$ cat config.mk
export PLATFORM = sky130hd
export DESIGN_NAME = baud_gen_frac_flat
export DESIGN_NICKNAME = d
export VERILOG_FILES = /design/src/rtl/baud_gen_frac_if.sv /design/src/rtl/baud_gen_frac.sv /design/src/flat_wrapper.sv
export SDC_FILE = /design/constraint.sdc
export NUM_CORES = 1
export LEC_CHECK = 0
export CORE_MARGIN = 2
export CORE_UTILIZATION = 60
export DETAILED_ROUTE_END_ITERATION = 10
export GPL_TIMING_DRIVEN = 0
export PLACE_DENSITY = 0.81
export SYNTH_ARGS = -nofsm -noshare
export SYNTH_HDL_FRONTEND = slang
export SYNTH_SLANG_ARGS = --single-unit
$ cat constraint.sdc
create_clock -name clk -period 8.55 [get_ports clk]
set_clock_uncertainty 0.1 [all_clocks]
set_input_delay 0.855 -clock clk [delete_from_list [all_inputs] [get_ports clk]]
set_output_delay 0.855 -clock clk [all_outputs]
set_load 0.005 [all_outputs]
$ cat src/rtl/baud_gen_frac_if.sv
// Control/strobe bundle for the fractional baud generator.
//   master: drives en, dvsr_int, dvsr_frac, load, phase_clr; observes the strobes.
//   slave : the generator; drives load_ack, tick, bit_tick, mid_tick.
interface baud_gen_frac_if #(
  parameter int unsigned DVSR_WIDTH = 16,
  parameter int unsigned FRAC_WIDTH = 4
);
  logic                  en;
  logic [DVSR_WIDTH-1:0] dvsr_int;
  logic [FRAC_WIDTH-1:0] dvsr_frac;
  logic                  load;
  logic                  phase_clr;
  logic                  load_ack;
  logic                  tick;
  logic                  bit_tick;
  logic                  mid_tick;

  modport master (
    output en, dvsr_int, dvsr_frac, load, phase_clr,
    input  load_ack, tick, bit_tick, mid_tick
  );

  modport slave (
    input  en, dvsr_int, dvsr_frac, load, phase_clr,
    output load_ack, tick, bit_tick, mid_tick
  );
endinterface

$ cat src/rtl/baud_gen_frac.sv
// Fractional-N oversample tick generator for the UART datapath.
// Average tick period is int_q + 1 + frac_q / 2^FRAC_WIDTH clocks; bit_tick and
// mid_tick mark the last and the middle tick of every OSR-tick bit.
// Ports:
//   clk       clock
//   reset     asynchronous, active-high reset
//   bus.en        count enable (counters hold while low)
//   bus.dvsr_int  requested integer divisor (period = value + 1 clocks)
//   bus.dvsr_frac requested fractional divisor, 1/2^FRAC_WIDTH clock units
//   bus.load      capture requested divisor into the shadow register
//   bus.phase_clr synchronous restart of period/accumulator/OSR counters
//   bus.load_ack  1-cycle pulse when the shadow divisor becomes active
//   bus.tick, bus.bit_tick, bus.mid_tick  registered 1-cycle strobes
module baud_gen_frac #(
  parameter int unsigned DVSR_WIDTH = 16,
  parameter int unsigned FRAC_WIDTH = 4,
  parameter int unsigned OSR        = 16,
  parameter int unsigned RST_INT    = 324,
  parameter int unsigned RST_FRAC   = 8
) (
  input logic            clk,
  input logic            reset,
  baud_gen_frac_if.slave bus
);

  localparam int unsigned OsrW = (OSR > 1) ? $clog2(OSR) : 1;

  // One spare bit so int_q + stretch never wraps at the maximum divisor.
  logic [DVSR_WIDTH:0]   cnt_q;
  logic [DVSR_WIDTH-1:0] int_q, sh_int_q;
  logic [FRAC_WIDTH-1:0] frac_q, sh_frac_q, acc_q;
  logic                  stretch_q, pending_q;
  logic [OsrW-1:0]       osr_q;
  logic                  tick_q, bit_q, mid_q, ack_q;

  logic [DVSR_WIDTH:0]   term_val;
  logic [FRAC_WIDTH:0]   acc_sum;
  logic                  terminal;
  logic                  apply;

  assign term_val = {1'b0, int_q} + {{DVSR_WIDTH{1'b0}}, stretch_q};
  assign acc_sum  = {1'b0, acc_q} + {1'b0, frac_q};
  assign terminal = bus.en && !bus.phase_clr && (cnt_q == term_val);
  // A pending divisor swaps in at a period boundary, or at once when the
  // period is frozen (en low) or being restarted (phase_clr).
  assign apply    = pending_q && (terminal || !bus.en || bus.phase_clr);

  always_ff @(posedge clk or posedge reset) begin
    if (reset) begin
      cnt_q     <= '0;
      acc_q     <= '0;
      stretch_q <= 1'b0;
      osr_q     <= '0;
      int_q     <= DVSR_WIDTH'(RST_INT);
      frac_q    <= FRAC_WIDTH'(RST_FRAC);
      sh_int_q  <= '0;
      sh_frac_q <= '0;
      pending_q <= 1'b0;
      tick_q    <= 1'b0;
      bit_q     <= 1'b0;
      mid_q     <= 1'b0;
      ack_q     <= 1'b0;
    end else begin
      tick_q <= 1'b0;
      bit_q  <= 1'b0;
      mid_q  <= 1'b0;
      ack_q  <= apply;

      if (bus.phase_clr) begin
        cnt_q     <= '0;
        acc_q     <= '0;
        stretch_q <= 1'b0;
        osr_q     <= '0;
      end else if (bus.en) begin
        if (terminal) begin
          cnt_q     <= '0;
          tick_q    <= 1'b1;
          acc_q     <= acc_sum[FRAC_WIDTH-1:0];
          // Accumulator carry lengthens the following period by one clock.
          stretch_q <= acc_sum[FRAC_WIDTH];
          if (osr_q == OsrW'(OSR - 1)) begin
            bit_q <= 1'b1;
            osr_q <= '0;
          end else begin
            osr_q <= osr_q + 1'b1;
          end
          if (osr_q == OsrW'(OSR / 2 - 1)) begin
            mid_q <= 1'b1;
          end
        end else begin
          cnt_q <= cnt_q + 1'b1;
        end
      end

      // New divisor starts with a clean fractional phase.
      if (apply) begin
        int_q     <= sh_int_q;
        frac_q    <= sh_frac_q;
        acc_q     <= '0;
        stretch_q <= 1'b0;
      end

      // A load on an apply edge refills the shadow and stays pending.
      if (bus.load) begin
        sh_int_q  <= bus.dvsr_int;
        sh_frac_q <= bus.dvsr_frac;
        pending_q <= 1'b1;
      end else if (apply) begin
        pending_q <= 1'b0;
      end
    end
  end

  assign bus.tick     = tick_q;
  assign bus.bit_tick = bit_q;
  assign bus.mid_tick = mid_q;
  assign bus.load_ack = ack_q;

endmodule

$ cat src/flat_wrapper.sv
// flat-port wrapper written by rule: the top's interface ports become plain ports
module baud_gen_frac_flat 
#(
  parameter int unsigned DVSR_WIDTH = 16,
  parameter int unsigned FRAC_WIDTH = 4,
  parameter int unsigned OSR        = 16,
  parameter int unsigned RST_INT    = 324,
  parameter int unsigned RST_FRAC   = 8
)
  (clk, reset, bus_en, bus_dvsr_int, bus_dvsr_frac, bus_load, bus_phase_clr, bus_load_ack, bus_tick, bus_bit_tick, bus_mid_tick);
  baud_gen_frac_if #(.DVSR_WIDTH(DVSR_WIDTH), .FRAC_WIDTH(FRAC_WIDTH)) bus_i ();
  input logic clk;
  input logic reset;
  input wire logic [$bits(bus_i.en)-1:0] bus_en;
  input wire logic [$bits(bus_i.dvsr_int)-1:0] bus_dvsr_int;
  input wire logic [$bits(bus_i.dvsr_frac)-1:0] bus_dvsr_frac;
  input wire logic [$bits(bus_i.load)-1:0] bus_load;
  input wire logic [$bits(bus_i.phase_clr)-1:0] bus_phase_clr;
  output wire logic [$bits(bus_i.load_ack)-1:0] bus_load_ack;
  output wire logic [$bits(bus_i.tick)-1:0] bus_tick;
  output wire logic [$bits(bus_i.bit_tick)-1:0] bus_bit_tick;
  output wire logic [$bits(bus_i.mid_tick)-1:0] bus_mid_tick;
  assign bus_i.en = bus_en;
  assign bus_i.dvsr_int = bus_dvsr_int;
  assign bus_i.dvsr_frac = bus_dvsr_frac;
  assign bus_i.load = bus_load;
  assign bus_i.phase_clr = bus_phase_clr;
  assign bus_load_ack = bus_i.load_ack;
  assign bus_tick = bus_i.tick;
  assign bus_bit_tick = bus_i.bit_tick;
  assign bus_mid_tick = bus_i.mid_tick;
  baud_gen_frac #(.DVSR_WIDTH(DVSR_WIDTH), .FRAC_WIDTH(FRAC_WIDTH), .OSR(OSR), .RST_INT(RST_INT), .RST_FRAC(RST_FRAC)) u_core (.clk(clk), .reset(reset), .bus(bus_i));
endmodule
# ---- Word level (Yosys, flattened, before mapping)
# Index checks and enable logic that the tools add are counted.
dict set report totals {
  input_bits 25
  output_inout_bits 4
  ff_bits 71
  elab_cells 62
}
dict set report classes {
  addsub 4
  n_reduce_logical 14
  n_mux 28
  eq_ne 3
}
# cell n
set op_table {}
lappend op_table {{$mux 17} 3}
lappend op_table {{$mux 4} 8}
lappend op_table {{$add 16x1->17} 1}
lappend op_table {{$add 17x1->17 const B} 1}
lappend op_table {{$eq 17x17->1} 1}
lappend op_table {{$mux 1} 17}
lappend op_table {{$reduce_bool 2->1} 3}
lappend op_table {{$reduce_bool 3->1} 2}
lappend op_table {{$add 4x4->5} 1}
lappend op_table {{$add 4x1->4 const B} 1}
lappend op_table {{$eq 4x3->1 const B} 1}
lappend op_table {{$eq 4x4->1 const B} 1}
lappend op_table {{$reduce_and 2->1} 2}
lappend op_table {{$logic_and 1x1->1} 3}
lappend op_table {{$logic_not 1->1} 2}
lappend op_table {{$logic_or 1x1->1} 2}

# ---- Depth between registers and ports, before layout
dict set report depth {
  ltp_word 8
  depth_mapped 11
  ltp_nobuf 9
}

# ---- Worst setup path before layout
# OpenSTA, ideal clock, no wires.
dict set report synth_timing {
  path_type {flip-flop to flip-flop}
  from {reg u_core.stretch_q}
  to {reg u_core.osr_q[3]}
  synth_period_minus_slack_ns 3.062
  required_time_ns 8.328
  t_arrival_ns 2.840
  slack_ns 5.488
  stages_incl_launch_ff 11
  cell_sequence {dfrtp_1 ha_1 ha_1 xor2_1 a311oi_1 and3_1 o21ai_0 or4_1 buf_2 or4_1 a32o_1}
}
dict set report synth_via {
  elab_chain_cells 5
}
# item line
set synth_lines {}
lappend synth_lines {{start: declaration} baud_gen_frac.sv:32} ;# logic stretch_q, pending_q;
lappend synth_lines {{start signal: assignment} baud_gen_frac.sv:80} ;# stretch_q <= acc_sum[FRAC_WIDTH];
lappend synth_lines {{$add 16x1->17} baud_gen_frac.sv:41} ;# assign term_val = {1'b0, int_q} + {{DVSR_WIDTH{1'b0}}, stretch_q};
lappend synth_lines {{$eq 17x17->1} baud_gen_frac.sv:43} ;# assign terminal = bus.en && !bus.phase_clr && (cnt_q == term_val);
lappend synth_lines {{$logic_and 1x1->1} baud_gen_frac.sv:43}
lappend synth_lines {{$reduce_bool 2->1 (no line)} --}
lappend synth_lines {{$reduce_and 2->1 (no line)} --}
lappend synth_lines {{end signal: assignment} baud_gen_frac.sv:85} ;# osr_q <= osr_q + 1'b1;
lappend synth_lines {{end: declaration} baud_gen_frac.sv:33} ;# logic [OsrW-1:0] osr_q;
# No other way between the ends.
# A chain may end at the register's enable or synchronous reset.

# ---- Worst setup path in the final report
dict set report layout_timing {
  from {reg u_core.stretch_q}
  to {reg u_core.frac_q[3]}
}
dict set report layout_via {
  elab_chain_cells 6
}
# item line
set layout_lines {}
lappend layout_lines {{$add 16x1->17} baud_gen_frac.sv:41}
lappend layout_lines {{$eq 17x17->1} baud_gen_frac.sv:43}
lappend layout_lines {{$logic_and 1x1->1} baud_gen_frac.sv:43}
lappend layout_lines {{$logic_or 1x1->1 (2 in a row)} baud_gen_frac.sv:46} ;# assign apply = pending_q && (terminal || !bus.en || bus.phase_clr);
lappend layout_lines {{$logic_and 1x1->1} baud_gen_frac.sv:46}
lappend layout_lines {{end signal: assignment} baud_gen_frac.sv:55} ;# frac_q <= FRAC_WIDTH'(RST_FRAC);
lappend layout_lines {{end signal: assignment} baud_gen_frac.sv:98} ;# frac_q <= sh_frac_q;
lappend layout_lines {{end: declaration} baud_gen_frac.sv:31} ;# logic [FRAC_WIDTH-1:0] frac_q, sh_frac_q, acc_q;
# No other way between the ends.

==> results.md <==
- Area of the multi-input gates: 0.00234 sq mm
- Setup tns final: 0 ns
- DP HPWL: 7450 microns
- Layout cells sized above 1: 10.3%
- P_leak: 1.97 nW
- TritonRoute pass-1 iters: 5
- Gr ovfl total: 0
- Critical Path AT: 3.78 ns
- Core area: 0.00687 sq mm
- P&R area growth vs syn: 14.7%
- Ports: 29
- Iteration-0 DRC Markers: 282
- Tot GR Track Use: 29.4%
- Register area: 0.00178 sq mm
- Clock buffer depth: 2
- Slew @ Worst Pin: 0.922 ns
- Worst-case reg-to-reg path depth: 10
- Clock Latency Late Sink: 0.35 ns
- Pwr Total: 0.000857 W
- Final Max Slew Viols: 0
- Antenna Cells: 0
- Worst reg2reg startpoint: u_core.stretch_q$_DFFE_PP0P_
- Power per cell area: 174 mW/mm^2
- F_max: 276 MHz
- Syn_nets: 496
- Initial antenna violation count: 0
- Die Y: 88.5 microns
- # resized after CTS: 0
- Die area: 0.00783 sq mm
- Reg2reg end: u_core.frac_q[3]$_DFFE_PP1N_
- Global-route wire length before repair: 17900 microns
- Vias per cell: 6.37
- WS Path Type: flip-flop to flip-flop
- IO buf count: 28
- Number of flops mapped to enable cells by yosys: 0
- Library cells used by synthesis: 55
- Mapped cell area: 0.00428 sq mm
- Worst vdd ir: 0.135 mV
- Hold wc startpoint: u_core.sh_int_q[14]$_DFFE_PP0P_
- Final period util: 42.4%
- Hold Crit Depth: 1
- Vias: 3833
- Max Cap Violations: 0
- Syn avg cell area: 9.27 sq um
- Setup violations, final: 0
- # hold bufs at CTS: 0
- Placed Cells: 586
- Non-Filler Instances: 602
- Pin count of the biggest net entering global routing: 72
- Outcome: finished, final reports clean
- Startpoint class of the critical path: flip-flop
- Final Hold Fails: 0
- Synth Warn #: 0
- Crit path time final: 3.62 ns
- Top FF cell, synth: dfrtp_1
- Endpoint, Worst Hold: u_core.sh_int_q[14]$_DFFE_PP0P_
- Starting Density: 62.4%
- Max-slew headroom: 37.9%
- Crit. End Element: flip-flop
- CP required: 8.71 ns
- Asr flop ratio synth: 100%
- RSZ-0062 raised after global routing: false
- Nets: 535
- Final ANT Viol Nets: 0
- Row count: 30
- Final wirelength: 10600 microns
- # DRC: 0
- Clock buffer count from CTS: 9
- Reg2Reg Setup Slack: 4.93 ns
- Crit Path Max Fanout: 10
- CTS tree: yes
- Clock root buffer: clkbuf_8
- Worst-path clk slew: 0.08 ns
- #FFs+latches synth: 71
- Fill cell count: 534
- Die W: 88.5 microns
- Vias in the first global route: 3700
- Seq/Total Area, Yosys: 41.6%
- WL per Instance: 17.6 microns
- Worst hold path type: flip-flop to flip-flop
- GP Congestion: 0.884
- # clock sinks: 71
- H-tree lvl count: 3
- Post-CTS Setup Inserts: 0
- Post-Syn Instances: 462
worst max-delay path by stage:
stage	startpoint	end	slack (ns)	depth (start not counted)
finish	u_core.stretch_q$_DFFE_PP0P_	u_core.frac_q[3]$_DFFE_PP1N_	4.93	10
detailed placement	u_core.stretch_q$_DFFE_PP0P_	u_core.int_q[3]$_DFFE_PP0N_	5.06	10
floorplan	u_core.stretch_q$_DFFE_PP0P_	u_core.osr_q[3]$_DFFE_PP0P_	5.49	10
global placement	reset	u_core.int_q[4]$_DFFE_PP0N_	4.62	2
CTS	u_core.int_q[6]$_DFFE_PP1N_	u_core.frac_q[3]$_DFFE_PP1N_	4.98	9
global route	u_core.stretch_q$_DFFE_PP0P_	u_core.frac_q[3]$_DFFE_PP1N_	4.71	10
where the power goes:
group | total (W) | leakage (nW) | internal, W | switching (W)
Sequential | 0.000396 | 0.896 | 0.000365 | 0.0000304
Combinational | 0.000149 | 0.957 | 0.0000643 | 0.0000849
Clock | 0.000312 | 0.117 | 0.000174 | 0.000138
layout make-up:
type | instances | area share, %
sequential | 71 | 36.2
timing repair buffer | 28 | 5.70
clock inverter | 6 | 1.86
tap | 96 | 2.44
multi-input combinational | 351 | 47.7
inverter | 4 | 0.356
clock buffer | 10 | 2.80
buffer | 36 | 2.93
stage by stage:
step           instance area (sq um)  setup slack [ns]  hold slack [ns]  util (%)
2_1_floorplan                   4280              5.49            0.381         -
3_3_place_gp                    4680              4.62            0.392      68.2
3_5_place_dp                    4690              5.06            0.396      68.2
4_1_cts                         4920              4.98            0.415      71.6
5_1_grt                         4920              4.71            0.426      71.6
6_report                        4920              4.93            0.411      71.6
critical path, cell delays in order, from the launching register on:
cell	delay, ns
dfrtp_1	0.42
ha_1	0.26
ha_1	0.30
xor2_1	0.16
a311oi_1	0.24
and3_1	0.20
o21ai_0	0.11
nor4_1	0.77
a21oi_1	0.31
clkbuf_1	0.33
o211ai_1	0.31
registers in the layout, summed over array words and instances, names as in the netlist:
register             flops
u_core.cnt_q            17
u_core.int_q            16
u_core.sh_int_q         16
u_core.acc_q             4
u_core.frac_q            4
u_core.osr_q             4
u_core.sh_frac_q         4
u_core.bus.bit_tick      1
u_core.bus.load_ack      1
u_core.bus.mid_tick      1
u_core.bus.tick          1
u_core.pending_q         1
u_core.stretch_q         1
cell families after synthesis:
family	count (synthesis)	share of synthesized area (%)
AO/OA/AOI/OAI	104	17.5
multiplexers	26	6.66
buffers and inverters	40	3.71
XOR/XNOR	15	3.07
adder cells (fa/ha/maj)	9	2.80
flip-flops	71	41.6
AND/OR/NAND/NOR	197	24.7
placed cells by master (no fill, tap or decap), types with 11 or more instances in the layout:
cell,n
nand2_1,69
dfrtp_1,67
o211ai_1,37
clkbuf_1,28
clkdlybuf4s50_1,28
nand2b_1,23
mux2_2,20
nand3_1,17
o2111ai_1,14
and3_1,13
nor2_1,12
a21oi_1,12
o21ai_0,11
cells in the mapped netlist (5+ instances only):
cell        n  area share [%]
o21ai_0    11             1.3
nor3_1     10             1.2
clkbuf_1   28             2.5
o211ai_1   37             6.5
and3_1     13             1.9
ha_1        8             2.3
dfrtp_1    67              39
nand3_1    17             2.0
o2111ai_1  14             2.9
xnor2_1    10             2.0
or3_1       5            0.73
xor2_1      5             1.0
nor2_1     12             1.1
nand2_1    69             6.0
nor3b_1     9             1.6
o22ai_1    10             1.5
nand4_1     5            0.73
mux2_2     20             5.3
nor4_1      7             1.0
mux2i_1     6             1.4
or4_1       5            0.88
and4_1      5             1.0
nand2b_1   23             3.4
a21oi_1    12             1.4
per-layer routing:
metal | vias up | share of wire, % | global-route usage (%)
met2 | 135 | 48 | 47.6
met1 | 1883 | 44 | 39.4
met5 | - | 0 | 0
met3 | 19 | 5.8 | 6.34
li1 | 1796 | - | -
met4 | 0 | 2.2 | 10.3
No activity file was read; power rests on OpenSTA's default activity.
